File: config.mk
export PLATFORM = sky130hd
export DESIGN_NAME = instr_prefetch_buffer
export DESIGN_NICKNAME = d
export VERILOG_FILES = /design/src/rtl/instr_prefetch_buffer_pkg.sv /design/src/rtl/instr_prefetch_buffer_fifo.sv /design/src/rtl/instr_prefetch_buffer.sv
export SDC_FILE = /design/constraint.sdc
export NUM_CORES = 1
export LEC_CHECK = 0
export BUFFER_PORTS_ARGS = -buffer_cell sky130_fd_sc_hd__buf_4
export CAP_MARGIN = 20
export CORE_MARGIN = 3
export CORE_UTILIZATION = 50
export CTS_CLUSTER_DIAMETER = 150
export CTS_CLUSTER_SIZE = 14
export DETAILED_ROUTE_END_ITERATION = 6
export GPL_ROUTABILITY_DRIVEN = 0
export GPL_TIMING_DRIVEN = 0
export PLACE_DENSITY = 0.72
export SYNTH_ARGS = -nofsm -noshare
export SYNTH_HDL_FRONTEND = slang
export SYNTH_SLANG_ARGS = --single-unit
File: constraint.sdc
create_clock -name clk -period 9.3 [get_ports clk]
set_input_delay 0.93 -clock clk [delete_from_list [all_inputs] [get_ports clk]]
set_output_delay 0.93 -clock clk [all_outputs]
set_load 0.02 [all_outputs]
File: src/rtl/instr_prefetch_buffer_pkg.sv
// Shared definitions for the instruction prefetch front-end: reset vector,
// datapath widths and the buffered {pc, instr} entry layout.
package instr_prefetch_buffer_pkg;
  localparam logic [31:0] RESET_VECTOR = 32'hBFC00000;
  localparam int ADDR_W  = 32;
  localparam int INSTR_W = 32;

  typedef struct packed {
    logic [ADDR_W-1:0]  pc;
    logic [INSTR_W-1:0] instr;
  } fetch_entry_t;

  function automatic logic [ADDR_W-1:0] word_align(input logic [ADDR_W-1:0] a);
    return {a[ADDR_W-1:2], 2'b00};
  endfunction
endpackage

File: src/rtl/instr_prefetch_buffer_fifo.sv
// Small synchronous FIFO with occupancy count; flush beats push and pop.
module sync_fifo #(
  parameter  int WIDTH = 64,
  parameter  int DEPTH = 4,
  localparam int AW    = $clog2(DEPTH)
) (
  input  logic             clk,
  input  logic             rst,
  input  logic             flush,
  input  logic             push,
  input  logic [WIDTH-1:0] push_data,
  input  logic             pop,
  output logic [WIDTH-1:0] head_data,
  output logic [AW:0]      count
);
  logic [WIDTH-1:0] mem [DEPTH];
  logic [AW-1:0]    wr_ptr, rd_ptr;
  logic             do_pop;

  assign do_pop    = pop && (count != '0);
  assign head_data = mem[rd_ptr];

  always_ff @(posedge clk) begin
    if (rst || flush) begin
      wr_ptr <= '0;
      rd_ptr <= '0;
      count  <= '0;
    end else begin
      if (push)   wr_ptr <= wr_ptr + 1'b1;
      if (do_pop) rd_ptr <= rd_ptr + 1'b1;
      count <= count + (AW+1)'(push) - (AW+1)'(do_pop);
    end
  end

  // Storage is not reset; only the pointers define what is valid.
  always_ff @(posedge clk) begin
    if (push && !flush && !rst) mem[wr_ptr] <= push_data;
  end
endmodule

File: src/rtl/instr_prefetch_buffer.sv
// Sequential instruction prefetcher: issues word reads to a 1-cycle RAM,
// buffers {pc, instr} pairs and hands them to fetch; redirects flush and restart.
module instr_prefetch_buffer
  import instr_prefetch_buffer_pkg::*;
#(
  parameter int          DEPTH    = 4,
  parameter logic [31:0] RESET_PC = RESET_VECTOR
) (
  input  logic        clk,
  input  logic        rst,
  output logic        ram_ena,
  output logic [3:0]  ram_wea,
  output logic [31:0] ram_w_data,
  output logic [31:0] ram_addr,
  input  logic [31:0] ram_r_data,
  input  logic        redirect_valid,
  input  logic [31:0] redirect_pc,
  output logic        out_valid,
  input  logic        out_ready,
  output logic [31:0] out_pc,
  output logic [31:0] out_instr
);
  localparam int CW = $clog2(DEPTH) + 1;
  localparam int SW = CW + 1;

  logic [CW-1:0] count;
  logic [SW-1:0] credits_used;
  logic [31:0]   fetch_pc, inflight_pc;
  logic          inflight;
  logic          push, pop;
  fetch_entry_t  push_entry, head;

  // Outstanding read counts against capacity so a response always has a slot.
  assign credits_used = SW'(count) + SW'(inflight);
  assign ram_ena      = !rst && (redirect_valid || (credits_used < SW'(DEPTH)));
  assign ram_addr     = redirect_valid ? word_align(redirect_pc) : fetch_pc;
  assign ram_wea      = 4'b0000;
  assign ram_w_data   = 32'h0;

  always_ff @(posedge clk) begin
    if (rst) begin
      fetch_pc    <= RESET_PC;
      inflight    <= 1'b0;
      inflight_pc <= '0;
    end else begin
      if (ram_ena) fetch_pc <= ram_addr + 32'd4;
      inflight    <= ram_ena;
      inflight_pc <= ram_addr;
    end
  end

  // A redirect in the response cycle makes the returning word stale.
  assign push       = inflight && !redirect_valid;
  assign pop        = out_ready && !redirect_valid && !rst;
  assign push_entry = '{pc: inflight_pc, instr: ram_r_data};

  sync_fifo #(.WIDTH($bits(fetch_entry_t)), .DEPTH(DEPTH)) u_fifo (
    .clk       (clk),
    .rst       (rst),
    .flush     (redirect_valid),
    .push      (push),
    .push_data (push_entry),
    .pop       (pop),
    .head_data (head),
    .count     (count)
  );

  assign out_valid = !rst && (count != '0);
  assign out_pc    = head.pc;
  assign out_instr = head.instr;
endmodule

* After elaboration in Yosys (flattened, before gate mapping)
Memory sizes are Yosys's and may differ from the RTL's. A register that Yosys moved wholly into a read port is not among the register bits.
Index checks and enable logic that the tools add are counted.
** Storage, ports and cells
- Bits in registers :: 72
- Bits in writable memories :: 256
- Input port bits :: 68
- Output and inout bits :: 134
- Logic and storage cells :: 32
- Memories kept :: 1
** Operators by class
- Add/subtract/negate cells :: 6
- Magnitude comparators :: 1
- Multiplexer cells :: 5
- Reduce and logical (&&, ||, !) cells :: 13
** Memories
- u_fifo.mem :: words 4, width 64, rd ports 1, clocked after Yosys merged registers in 1, write ports 1, RTL line instr_prefetch_buffer_fifo.sv:16 : logic [WIDTH-1:0] mem [DEPTH];
** Operator list (count)
- $add 32x3->32 const B :: 1
- $mux 32 :: 1
- $logic_and 1x1->1 :: 8
- $add 2x1->2 const B :: 2
- $add 3x1->4 :: 1
- $lt 4x3->1 const B :: 1
- $mux 2 :: 2
- $add 3x1->3 :: 1
- $reduce_bool 3->1 :: 1
- $sub 3x1->3 :: 1
- $logic_not 1->1 :: 2
- $logic_or 1x1->1 :: 2
- $mux 1 :: 2

* Longest topological paths before layout
- Depth in word-level cells :: 6
- Depth in mapped cells :: 12
- Mapped depth without buffers :: 8

* By module
Synthesis repeated with hierarchy kept, for this count alone.
** Second synthesis, totals
- Cell total of the unflattened synthesis :: 780
- Area, all modules :: 13262.7 um^2
** Modules (own cells, without submodules)
- sync_fifo :: times used 1, cells each 380, area an instance 9791.9 um^2, sequential area each 7867.5 um^2
- instr_prefetch_buffer :: times used 1, cells each 400, area an instance 3470.8 um^2, sequential area each 1301.2 um^2

* Least setup slack after synthesis
Ideal clock, no wire load.
- Kind :: input-to-reg
- Start :: input redirect_valid
- End :: memory u_fifo.mem[1][0] (enable)
- Library setup time :: 0.429 ns
- Arrival :: 3.494 ns
- Required time :: 8.871 ns
- Slack :: 5.377 ns
- Cell stages on the path :: 7
- Path buffers :: 5
- Cells stage by stage :: buf_6 buf_2 buf_2 buf_2 nor2_1 clkbuf_1 and3_1
** On the way
- Word-level cells in the longest chain between the ends :: 6
** Ends and longest elaborated chain
- from (decl) :: RTL line instr_prefetch_buffer.sv:16 : input logic redirect_valid,
- $logic_not 1->1 (*) :: RTL line instr_prefetch_buffer_fifo.sv:37, instr_prefetch_buffer.sv:53
- $logic_and 1x1->1 :: RTL line instr_prefetch_buffer.sv:53 : assign push = inflight && !redirect_valid;
- $logic_and 1x1->1 (*) (2 in series) :: RTL line instr_prefetch_buffer_fifo.sv:37 : if (push && !flush && !rst) mem[wr_ptr] <= push_data;
- $mux 1 (*) :: RTL line instr_prefetch_buffer_fifo.sv:37
- $mux 1 (not written as such) (*) :: RTL line instr_prefetch_buffer_fifo.sv:37
- to (decl) :: RTL line instr_prefetch_buffer_fifo.sv:16
Mark *: on every way between the ends. The rest lies on a longest branch, timed or not.

* Worst setup path after layout
- Start :: input redirect_valid
- End :: output ram_addr[16]
** On the way
- Word-level cells in the longest chain between the ends :: 1
** Ends and longest elaborated chain
- $mux 32 :: RTL line instr_prefetch_buffer.sv:36 : assign ram_addr = redirect_valid ? word_align(redirect_pc) : fetch_pc;
- to (decl) :: RTL line instr_prefetch_buffer.sv:14 : output logic [31:0] ram_addr,
Every way passes these cells.

==> results.cfg <==
[run_status]
status = completed

[hold_path]
min_delay_worst_endpoint = u_fifo.mem[2][55]$_DFFE_PP_
min-delay-start = inflight_pc[23]$_SDFF_PP0_
worstHoldPathType = reg2reg
hold_depth = 0

[synthesis]
yosys_warnings = 0
synthFlopType = edfxtp_1
ys_types = 54
syn_area_mm2 = 0.0131
synth_edf_count = 256
syn_inst = 801
syn-mean-instance-area_um2 = 16.3
ys_seq_area_share_pct = 70.0
synthArstFlopShare_pct = 0
synth_seq_cells = 330

[floorplan]
start_util_pct = 51.4
die_y_um = 168
rows = 58
io_pins = 202
fp.coreArea_mm2 = 0.0255
die_x_um = 168
die_area_mm2 = 0.0282

[sta]
rsz0062_at_grt = false
setup_viol = 0
tightest_slew_ns = 1.07
layout_min_cycle_time_ns = 4.11
fin_crit_sh_pct = 44.2
finalHoldViolations = 0
clock_skew_ns = 0.0103
setup-tns-final_ns = 0
relSlewSlack_pct = 28.9
clock.fmax_mhz = 243
slew_violations = 0

[cts]
cts_buffers = 27
cts.sinks = 330
cts.reportedPaths.clkPinSlew_ns = 0.07
cts_resized = 0
clock_path_buffers = 3
cts_tree = yes
h-tree-depth = 1
postCtsSetupRepairBufs = 0
insertion_delay_ns = 0.53
cts_root_buf = clkbuf_16
cts_hold_buf = 0

[global_routing]
overflow = 0
grtUsageTotal_pct = 19.6
grt_pass1_vias = 7570
grt_pass1_wl_um = 43200
antenna_found_initial = 1
grt_max_degree = 56

[finish]
areaGrowthSynthToFinish_pct = 20.3
final_util_pct = 61.8
diodes = 0
drive_gt1_share_pct = 29.9
nets = 1108
layoutNonFillerInstCount = 1381

[pwr]
cellLeakagePower_nw = 5.84
combPwrFrac_pct = 7.5
p_switching_mw = 0.628
pwr-share-seq_pct = 56.8
intPower_mw = 2.26
swShare_pct = 21.8
power_density_mw_per_mm2 = 183
clockPowerShare_pct = 35.6
ir_worst_vdd_v = 0.000132

[route]
wire_per_inst_um = 20.3
wirelength_um = 28100
drc = 0
drt_iter0_markers = 554
first_pass_iters = 7
vias = 7513
vias_per_cell = 5.44
ant_nets = 0

[setup_path]
rr_endpoint = fetch_pc[28]$_SDFFE_PP1P_
worstSetupPathType = in2out
cp-end-kind = primary output
crit_fanout = 10
ff2ff_path_depth = 9
r2r_setup_slack_ns = 6.48
cp_data_required_time_ns = 8.37
critPathLaunchType = input port
r2r_start = fetch_pc[2]$_SDFFE_PP0P_
arrival_ns = 3.18

[placement]
hpwl_um = 18600
place_inst = 1332
io_buffers = 162

[flow_run]
cap_violations = 0
-- Yosys cell counts (all sizes together) (7+ instances only) --
master | n | area [um2]
clkbuf | 19 | 71.3
inv | 38 | 143
o311ai | 7 | 61.3
dfxtp | 74 | 1480
and2 | 11 | 68.8
o21ai | 13 | 65.1
a21oi | 18 | 90.1
nand3 | 21 | 105
nand4 | 15 | 100
edfxtp | 256 | 7690
nand2 | 37 | 139
nor2 | 42 | 158
ha | 8 | 100
xnor2 | 12 | 105
mux2i | 25 | 250
mux4 | 64 | 1440
and3 | 10 | 62.6
buf | 56 | 370
-- cells by family after synthesis --
kind of cell,count (synthesis),synth area share (%)
AND/OR/NAND/NOR,172,6.77
buffers and inverters,113,4.46
AO/OA/AOI/OAI,70,3.71
other,1,0.0286
multiplexers,91,13.1
adder cells (fa/ha/maj),9,0.917
flip-flops,330,70.0
XOR/XNOR,15,1.00
-- critical path, stage by stage --
cell and delay [ns]:
buf_6 0.10, buf_2 0.26, buf_2 0.32, buf_2 0.37
buf_2 0.42, mux2i_1 0.49, inv_1 0.10, buf_4 0.17
-- worst max-delay path by stage --
stage / startpoint / endpoint / slack (ns)
after global placement: redirect_valid / u_fifo.mem[0][47]$_DFFE_PP_ / 3.78
after global routing: flop / out_pc[17] / 5.07
after CTS: redirect_valid / ram_addr[16] / 5.17
final: redirect_valid / ram_addr[16] / 5.19
after detailed placement: redirect_valid / ram_addr[16] / 5.18
after floorplan: redirect_valid / u_fifo.mem[1][0]$_DFFE_PP_ / 5.38
-- layer usage --
metal	part of all wire (%)	wire length, um	vias to the layer above	track usage, %
met2	48	13600	314	32.7
met4	1.3	359	2	3.84
met1	42	11900	3702	27.4
met5	0.071	20	-	0
li1	-	-	3461	-
met3	7.9	2220	34	3.69
-- power groups by stage --
stage	sequential, mW	combinational, mW	clock [mW]
6_report	1.64	0.218	1.03
5_1_grt	1.64	0.234	1.11
4_1_cts	1.64	0.217	1.05
3_5_place_dp	1.67	0.217	0
3_3_place_gp	1.67	0.211	0
2_1_floorplan	1.66	0.125	0
-- area by class of cell --
class	instances	area, um2
fillers	1912	9720
flip-flops and latches	330	9170
multi-input cells	393	3490
repair buffers	166	1330
clock buffers	48	754
plain buffers	75	442
well taps	330	413
inverters	38	143
clock inverters	1	8.76
-- registers in the layout (all words and copies together) (netlist names), named ones only --
register,cells
u_fifo.mem,256
fetch_pc,32
inflight_pc,32
u_fifo.count,3
u_fifo.rd_ptr,2
u_fifo.wr_ptr,2
inflight,1
-- placed cells by master (no fill, tap or decap), types with 10 or more instances in the layout --
cell type,n
buf_4,198
nand3_1,21
xnor2_1,12
conb_1,36
clkbuf_16,27
o21ai_0,12
dfxtp_1,74
nand4_1,14
nor2_1,42
a21oi_1,18
mux2i_1,25
nand2_1,37
mux4_2,64
clkbuf_1,40
and2_1,10
inv_1,38
edfxtp_1,256
buf_1,10
-- through the flow --
| step | cell area (um2) | total power [mW] | setup slack, ns | hold slack (ns) |
|---|---|---|---|---|
| floorplan | 13200 | 1.79 | 5.38 | 0.436 |
| global placement | 14900 | 1.88 | 3.78 | 0.447 |
| detailed placement | 15000 | 1.89 | 5.18 | 0.454 |
| CTS | 15700 | 2.91 | 5.17 | 0.473 |
| global route | 15700 | 2.99 | 5.07 | 0.492 |
| finish | 15700 | 2.88 | 5.19 | 0.469 |
Note: power is estimated with default switching activity, not from simulation.
